--- src/rtl/bist_sequencer.sv ---
// BIST sequencer: drives SRSG/SISR scan test of a CUT and checks the final
// signature. Optional abort input when BIST_ABORT_EN is defined.
//
// Ports:
//   clk, rstIn            clock, async active-high reset
//   start, numPatterns    run request and pattern count (0 runs one pattern)
//   signature, goldenSig  SISR contents and expected signature
//   abort                 (BIST_ABORT_EN only) stop a run early, pass=0
//   NbarT, rstOut         test/normal mode select, CUT/SRSG/SISR reset
//   SRSG_En, SISR_En      generator / compactor enables
//   busy, done, pass      run status and registered verdict
module bist_sequencer #(
  parameter int SHIFT_SIZE  = 4,
  parameter int CAPTURE_CYC = 1,
  parameter int PAT_W       = 16,
  parameter int SIG_W       = 16
) (
  input  logic             clk,
  input  logic             rstIn,
  input  logic             start,
  input  logic [PAT_W-1:0] numPatterns,
  input  logic [SIG_W-1:0] signature,
  input  logic [SIG_W-1:0] goldenSig,
`ifdef BIST_ABORT_EN
  input  logic             abort,
`endif
  output logic             NbarT,
  output logic             rstOut,
  output logic             SRSG_En,
  output logic             SISR_En,
  output logic             busy,
  output logic             done,
  output logic             pass
);

  localparam int SH_W = $clog2(SHIFT_SIZE + 1);
  localparam int CP_W = $clog2(CAPTURE_CYC + 1);
  localparam logic [SH_W-1:0] SH_LAST = SH_W'(SHIFT_SIZE - 1);
  localparam logic [CP_W-1:0] CP_LAST = CP_W'(CAPTURE_CYC - 1);

  typedef enum logic [2:0] {
    S_IDLE, S_RST, S_GEN, S_SHIFT,
    S_CAP, S_SIG, S_CMP, S_DONE
  } state_t;

  state_t           r_state;
  logic [SH_W-1:0]  r_sh;
  logic [CP_W-1:0]  r_cap;
  logic [PAT_W-1:0] r_pat;
  logic [PAT_W-1:0] r_lat;
  logic             r_pass;

  always_ff @(posedge clk or posedge rstIn) begin
    if (rstIn) begin
      r_state <= S_IDLE;
      r_sh    <= '0;
      r_cap   <= '0;
      r_pat   <= '0;
      r_lat   <= '0;
      r_pass  <= 1'b0;
    end else begin
      case (r_state)
        S_IDLE, S_DONE: begin
          if (start) begin
            r_state <= S_RST;
            r_lat   <= (numPatterns == '0) ? PAT_W'(1) : numPatterns;
            // verdict of the previous run is withdrawn as done drops
            r_pass  <= 1'b0;
          end
        end
        S_RST: begin
          r_pat   <= '0;
          r_pass  <= 1'b0;
          r_state <= S_GEN;
        end
        S_GEN: begin
          r_sh    <= '0;
          r_cap   <= '0;
          r_state <= S_SHIFT;
        end
        S_SHIFT: begin
          r_sh <= r_sh + SH_W'(1);
          if (r_sh == SH_LAST) r_state <= S_CAP;
        end
        S_CAP: begin
          r_cap <= r_cap + CP_W'(1);
          if (r_cap == CP_LAST) r_state <= S_SIG;
        end
        S_SIG: begin
          r_pat <= r_pat + PAT_W'(1);
          // compare pre-increment count so 2**PAT_W-1 patterns never wrap
          if (r_pat < r_lat - PAT_W'(1)) r_state <= S_GEN;
          else                           r_state <= S_CMP;
        end
        S_CMP: begin
          r_pass  <= (signature == goldenSig);
          r_state <= S_DONE;
        end
        default: r_state <= S_IDLE;
      endcase
`ifdef BIST_ABORT_EN
      if (abort && r_state != S_IDLE && r_state != S_DONE) begin
        r_state <= S_DONE;
        r_pass  <= 1'b0;
      end
`endif
    end
  end

  always_comb begin
    NbarT   = 1'b0;
    rstOut  = 1'b0;
    SRSG_En = 1'b0;
    SISR_En = 1'b0;
    busy    = 1'b0;
    done    = 1'b0;
    case (r_state)
      S_RST: begin
        rstOut = 1'b1;
        NbarT  = 1'b1;
        busy   = 1'b1;
      end
      S_GEN: begin
        SRSG_En = 1'b1;
        busy    = 1'b1;
      end
      S_SHIFT: begin
        SRSG_En = 1'b1;
        SISR_En = 1'b1;
        NbarT   = 1'b1;
        busy    = 1'b1;
      end
      S_CAP:  busy = 1'b1;
      S_SIG: begin
        SISR_En = 1'b1;
        busy    = 1'b1;
      end
      S_CMP:  busy = 1'b1;
      S_DONE: done = 1'b1;
      default: ;
    endcase
  end

  assign pass = r_pass;

endmodule
--- config.mk ---
export PLATFORM = sky130hd
export DESIGN_NAME = bist_sequencer
export DESIGN_NICKNAME = d
export VERILOG_FILES = /design/src/rtl/bist_sequencer.sv
export SDC_FILE = /design/constraint.sdc
export NUM_CORES = 1
export LEC_CHECK = 0
export CORE_ASPECT_RATIO = 1.25
export CORE_UTILIZATION = 35
export CTS_BUF_LIST = sky130_fd_sc_hd__clkbuf_2
export DETAILED_ROUTE_END_ITERATION = 10
export PLACE_DENSITY = 0.63
export RECOVER_POWER = 25
export SLEW_MARGIN = 0
export SYNTH_ARGS = -nofsm -noshare
export SYNTH_HDL_FRONTEND = slang
export SYNTH_SLANG_ARGS = --single-unit
--- constraint.sdc ---
create_clock -name clk -period 3.5 [get_ports clk]
set_clock_uncertainty 0.2 [all_clocks]
set_input_delay 0.525 -clock clk [delete_from_list [all_inputs] [get_ports clk]]
set_output_delay 0.525 -clock clk [all_outputs]
set_load 0.1 [all_outputs]
# ---- Word level (Yosys, flattened, before mapping)
# Cells that the tools add are included.
dict set report word_totals {
  register_bits 40
  latch_bits 0
  mem_bits_rw 0
  mem_bits_ro 0
  inputBits 51
  wordCells 54
  mem_count 0
}
dict set report classes {
  add_sub_neg 4
  mul 0
  n_div 0
  order_cmp 1
  n_eq_ne 12
  n_shift 0
  n_mux 17
  bitwise 0
  n_reduce_logical 14
}
# cell n
set op_table {}
lappend op_table {{one-hot mux 16 bit (2 select lines)} 1}
lappend op_table {{one-hot mux 3 bit (7 select lines)} 1}
lappend op_table {{adder 16 x 1 -> 16 bit, second input constant} 1}
lappend op_table {{== test 16 bit} 1}
lappend op_table {{logical NOT 16 bit} 1}
lappend op_table {{less-than comparator 16 bit} 1}
lappend op_table {{2-to-1 mux 16 bit} 1}
lappend op_table {{subtractor 16 x 1 -> 16 bit, second input constant} 1}
lappend op_table {{== test 3 bit, second input constant} 4}
lappend op_table {{2-to-1 mux 3 bit} 4}
lappend op_table {{== test 3 x 2 -> 1 bit, second input constant} 3}
lappend op_table {{OR reduction 2 bit} 4}
lappend op_table {{2-to-1 mux 1 bit} 7}
lappend op_table {{!= test 2 bit, second input constant} 3}
lappend op_table {{one-hot mux 3 bit (2 select lines)} 1}
lappend op_table {{nonzero test 2 bit} 3}
lappend op_table {{OR reduction 6 bit} 1}
lappend op_table {{AND reduction 2 bit} 2}
lappend op_table {{adder 3 x 1 -> 3 bit, second input constant} 1}
lappend op_table {{== test 3 x 1 -> 1 bit, second input constant} 1}
lappend op_table {{logical NOT 3 bit} 1}
lappend op_table {{one-hot mux 1 bit (3 select lines)} 1}
lappend op_table {{AND reduction 3 bit} 1}
lappend op_table {{nonzero test 3 bit} 1}
lappend op_table {{2 further kinds} 2}

# ---- Depth between registers and ports, before layout
dict set report depth {
  depth_word 4
  depth_mapped 11
}

# ---- Worst setup path after synthesis
# No wires, ideal clock.
dict set report synth_timing {
  path_type {reg-to-output}
  startpoint {register r_state[2]}
  endpoint {output busy}
  arrival_ps 2362
  setup_slack_ps 413
  stages_incl_launch_ff 5
  cell_sequence {dfrtp_1 > buf_2 > inv_1 > ha_1 > or3_1}
}
dict set report synth_via {
  elab_chain_len 3
  word_cells_on_any_way 8
}
# element line_no
set synth_rtl {}
lappend synth_rtl {{from (decl)} 46} ;# state_t r_state;
lappend synth_rtl {{from (signal assigned)} 55} ;# r_state <= S_IDLE;
lappend synth_rtl {{from (signal assigned)} 65} ;# r_state <= S_RST;
lappend synth_rtl {{from (signal assigned)} 74} ;# r_state <= S_GEN;
lappend synth_rtl {{== test 3 bit, or another cell as far along} 117} ;# case (r_state)
lappend synth_rtl {{OR reduction 6 bit (no source line) (*)} n/a}
lappend synth_rtl {{2-to-1 mux 1 bit (*)} 117}
lappend synth_rtl {{to (decl)} 31} ;# output logic busy,
# Mark *: on every way between the ends. The rest lies on a longest branch, timed or not.

# ---- Worst setup path in the final report
dict set report layout_timing {
  startpoint {register r_lat[0]}
  endpoint {register r_state[2]}
}
dict set report layout_via {
  elab_chain_len 4
}
# element line_no
set layout_rtl {}
lappend layout_rtl {{from (decl)} 50} ;# logic [PAT_W-1:0] r_lat;
lappend layout_rtl {{from (signal assigned)} 66} ;# r_lat <= (numPatterns == '0) ? PAT_W'(1) : numPatterns;
lappend layout_rtl {{subtractor 16 x 1 -> 16 bit} 92} ;# if (r_pat < r_lat - PAT_W'(1)) r_state <= S_GEN;
lappend layout_rtl {{less-than comparator 16 bit} 92}
lappend layout_rtl {{2-to-1 mux 3 bit} 92}
lappend layout_rtl {{one-hot mux 3 bit (7 select lines)} 62} ;# case (r_state)
lappend layout_rtl {{to (signal assigned)} 65}
lappend layout_rtl {{to (signal assigned)} 92}
lappend layout_rtl {{to (signal assigned)} 93} ;# else r_state <= S_CMP;
# No other way between the ends.
# A chain may end at the register's enable or synchronous reset.

==> flow_results.org <==
** Critical path
- In this run the worst path has a maximum fanout of 4.
- Cell class contributing the biggest share of worst-path delay :: simple AND/OR/NAND/NOR gates
- The setup path with the least slack is of type flop to flop.
- Traced cell by cell, the critical path runs through inv_1, ha_1, or4b_1, or3_1, nor2_1, xnor2_1, ha_1, nand4_1, nor3_1, o211ai_1, a32oi_1.
- Most frequent CP cell :: sky130_fd_sc_hd__ha_1
- Critical Path Slowest Stage Cell :: sky130_fd_sc_hd__or4b_1
- In this design, the stage delay of the slowest critical-path cell is 0.49 ns.
- Critical path buffers and inverters :: 1
- Required time at the worst-slack endpoint :: 3.67 ns
- STA classifies the critical path endpoint as a flop.
- STA classifies the critical path startpoint as a flop.
- At the worst endpoint, the arrival time is 3.30 ns.

** Clock tree
- Resize count post-CTS :: 0
- CTS clk-pin slew, worst paths :: 0.24 ns
- Counting along the longest clock path gives a buffer depth of 2.
- Once the clock tree was built, the setup fixing pass inserted 0 buffers.
- The H-tree was split into 2 levels.
- Sink count of the clock tree :: 40
- TritonCTS built the clock tree.
- The cell sitting at the root of the clock tree is a sky130_fd_sc_hd__clkbuf_2.
- Cts bufs inserted :: 5
- Buffers inserted to repair hold after CTS numbered 0.
- The later pin in the worst-skew pair is clocked with a latency of 0.43 ns.

** Placed design
- Input/output buffers :: 57
- Routability-driven placement finished with a final weighted congestion of 0.8108.
- Pre-CTS setup slack :: 0.3927 ns
- Summed over all nets, the half-perimeter wirelength after detailed placement is 4.711 mm.

** Yosys
- Sequential elements use 37.47% of the synthesized area.
- Post-synth EDFFs :: 0
- Synthesis instantiated 45 different standard cells from the library.
- Synthesis produced a netlist whose cell count is 284.
- Top cell type's share of synthesized area :: 37.47%
- Of all flip-flops after synthesis, the portion carrying an async set or reset was 100.0%.
- The most common cell in the synthesized netlist is sky130_fd_sc_hd__dfrtp_1.
- Number of synthesized register bits :: 40
- Primary FF master, synth :: sky130_fd_sc_hd__dfrtp_1
- Counting every net in the synthesized netlist gives 355.
- The average instance in the mapped netlist occupies 9.406 um^2.
- Commonest cells post-synth :: sky130_fd_sc_hd__dfrtp_1 (40), sky130_fd_sc_hd__xor2_1 (23), sky130_fd_sc_hd__nand2_1 (21), sky130_fd_sc_hd__nor2_1 (21), sky130_fd_sc_hd__ha_1 (20)
- sky130_fd_sc_hd__dfrtp_1 takes more of the synthesized area than any other cell.
- Netlist area before placement :: 2671 um^2
- Largest cells by area after synthesis :: sky130_fd_sc_hd__dfrtp_1 (37%), sky130_fd_sc_hd__ha_1 (9.4%), sky130_fd_sc_hd__xor2_1 (7.5%)
- Number of warnings issued by yosys :: 0

** Global routing
- The number of global-route vias before repair is 2,305.
- Antenna violations before repair :: 0
- The first global-routing pass estimated 10.62 mm of wire.
- Summed over all layers, the global routing overflow is 0.
- Largest net degree at the start of global routing :: 41
- In the global route stage, overall resource usage came out at 16.91%.

** Floorplanning
- From left edge to right edge, the die measures 80.14 um.
- Die Y-Extent :: 99.68 um
- Full die area :: 7988 um^2
- After floorplanning, the core was sized to cover 7401 um^2.
- Number of I/O pins :: 58
- In this run the core area contains 35 standard-cell rows.
- For this configuration, the core starts out at a cell density of 36.09%.

** Min path
- The min-delay analysis places its worst path in the category flop to flop.

** STA
- Setup violations remaining at the end of the flow were counted as 0.
- Derived from the worst setup path, the maximum achievable clock frequency is 0.3197 GHz.
- In the finished design, the share of the clock period the worst path needs comes to 89.37%.
- Hold is met by 0.3008 ns.
- In the post-route analysis, the smallest setup slack over all paths is 0.3722 ns.
- After routing, the total negative slack on setup checks comes to 0 ns.
- Time the worst path needs with I/O delays and setup :: 3.128 ns
- Number of hold violations in the final report :: 0
- Least-Margin Pin Slew :: 2.149 ns
- Final slew viol count :: 41
- Setup repair after global routing left no endpoint under its margin.
- Slew Limit Headroom :: -43.29%

** Route
- Post-detailed-route wirelength per cell :: 13.69 um
- Router iterations before antenna repair :: 5
- Post-detailed-route count of antenna-violating nets :: 0
- Vias per Instance :: 5.292
- After detailed routing, the total wire length is 5.957 mm.
- DRC violations left :: 0
- Detailed-route via count :: 2,302
- Iter 0 DRT Violations :: 77

** Layout
- Inserted Diodes :: 0
- Final Core Density :: 45.90%
- The area growth from synthesis to layout is 27.17%.
- The post-route netlist has 8.163% of its cells at a drive strength greater than 1.
- The final layout contains 413 nets.

** Pwr
- Static leakage power :: 1.426 nW
- Summing internal, switching and leakage power gives 1.957 mW.
- In this run the power density over the cells is 576.2 nW/um^2.
- The worst-case IR drop observed on VDD is 0.0003099 V.

** Status
- The final reports fail on capacitance limit, slew limit.
- Result of the run :: finished with violations

** Run
- Across the run, the number of max-cap violations was 1.
routing by layer:
layer / part of all wire [%] / vias to the layer above / routed length (um) / GRT usage [%]
met2: 50 / 50 / 2981 / 28.67
met5: 0 / - / 0 / 0
met3: 3.5 / 9 / 211 / 2.752
met1: 44 / 1090 / 2645 / 21.46
met4: 2.0 / 0 / 118 / 6.181
li1: - / 1153 / - / -
power by group:
part | internal [mW] | switching, mW | total [mW]
clock | 0.123 | 0.175 | 0.298
sequential | 0.581 | 0.174 | 0.754
combinational | 0.391 | 0.514 | 0.905
total | 1.09 | 0.862 | 1.96
layout make-up:
| class | count | area, um^2 |
|---|---|---|
| clock buffers | 5 | 25.02 |
| well taps | 92 | 115.1 |
| inverters | 8 | 30.03 |
| multi-input cells | 227 | 1605 |
| repair buffers | 60 | 574.3 |
| clock inverters | 3 | 46.29 |
| flip-flops and latches | 40 | 1001 |
| fillers | 712 | 4004 |
through the flow:
stage / instance area, um^2 / cells
floorplan: 2671 / 284
global placement: 3329 / 427
detailed placement: 3329 / 427
CTS: 3401 / 435
global route: 3397 / 435
finish: 3397 / 435
cell usage in the layout, fill, tap and decap left out, types with 9 or more instances in the layout:
cell,count
sky130_fd_sc_hd__nor2_1,21
sky130_fd_sc_hd__dfrtp_1,40
sky130_fd_sc_hd__o21ai_0,14
sky130_fd_sc_hd__clkdlybuf4s50_1,50
sky130_fd_sc_hd__a21oi_1,14
sky130_fd_sc_hd__xnor2_1,13
sky130_fd_sc_hd__nand2_1,21
sky130_fd_sc_hd__xor2_1,23
sky130_fd_sc_hd__nand4_1,9
sky130_fd_sc_hd__ha_1,20
sky130_fd_sc_hd__nand3_1,9
sky130_fd_sc_hd__nor3_1,10
sky130_fd_sc_hd__a22o_1,11
worst paths after layout:
| check | startpoint | end | slack [ns] | cells after the start |
|---|---|---|---|---|
| worst max-delay path | r_lat[0]$_DFFE_PP0P_ | r_state[2]$_DFFE_PP0P_ | 0.37 | 11 |
| worst min-delay path | r_sh[0]$_DFFE_PP0P_ | r_sh[0]$_DFFE_PP0P_ | 0.30 | 1 |
| worst max register to register | r_lat[0]$_DFFE_PP0P_ | r_state[2]$_DFFE_PP0P_ | 0.37 | 11 |
| worst min register to register | r_sh[0]$_DFFE_PP0P_ | r_sh[0]$_DFFE_PP0P_ | 0.30 | 1 |
| max in group asynchronous | rstIn | r_lat[6]$_DFFE_PP0P_ | 0.80 | 3 |
| min in group asynchronous | rstIn | r_sh[0]$_DFFE_PP0P_ | 1.07 | 3 |
cell families (layout without fill, tap and decap cells):
logic type	Yosys count	in the layout	share of synthesized area, %
AOI/OAI and AO/OA	53	53	13.02
adders and majority gates	20	20	9.368
DFF	40	40	37.47
muxes	7	7	2.857
xor gates and xnor gates	36	36	11.80
and+or+nand+nor	111	111	23.04
buffers and inverters	17	76	2.436
registers in the layout (all words and copies together), names as in the netlist:
register	cells
pass	1
r_cap	1
r_lat	16
r_pat	16
r_sh	3
r_state	3
No activity file was read; power rests on OpenSTA's default activity.
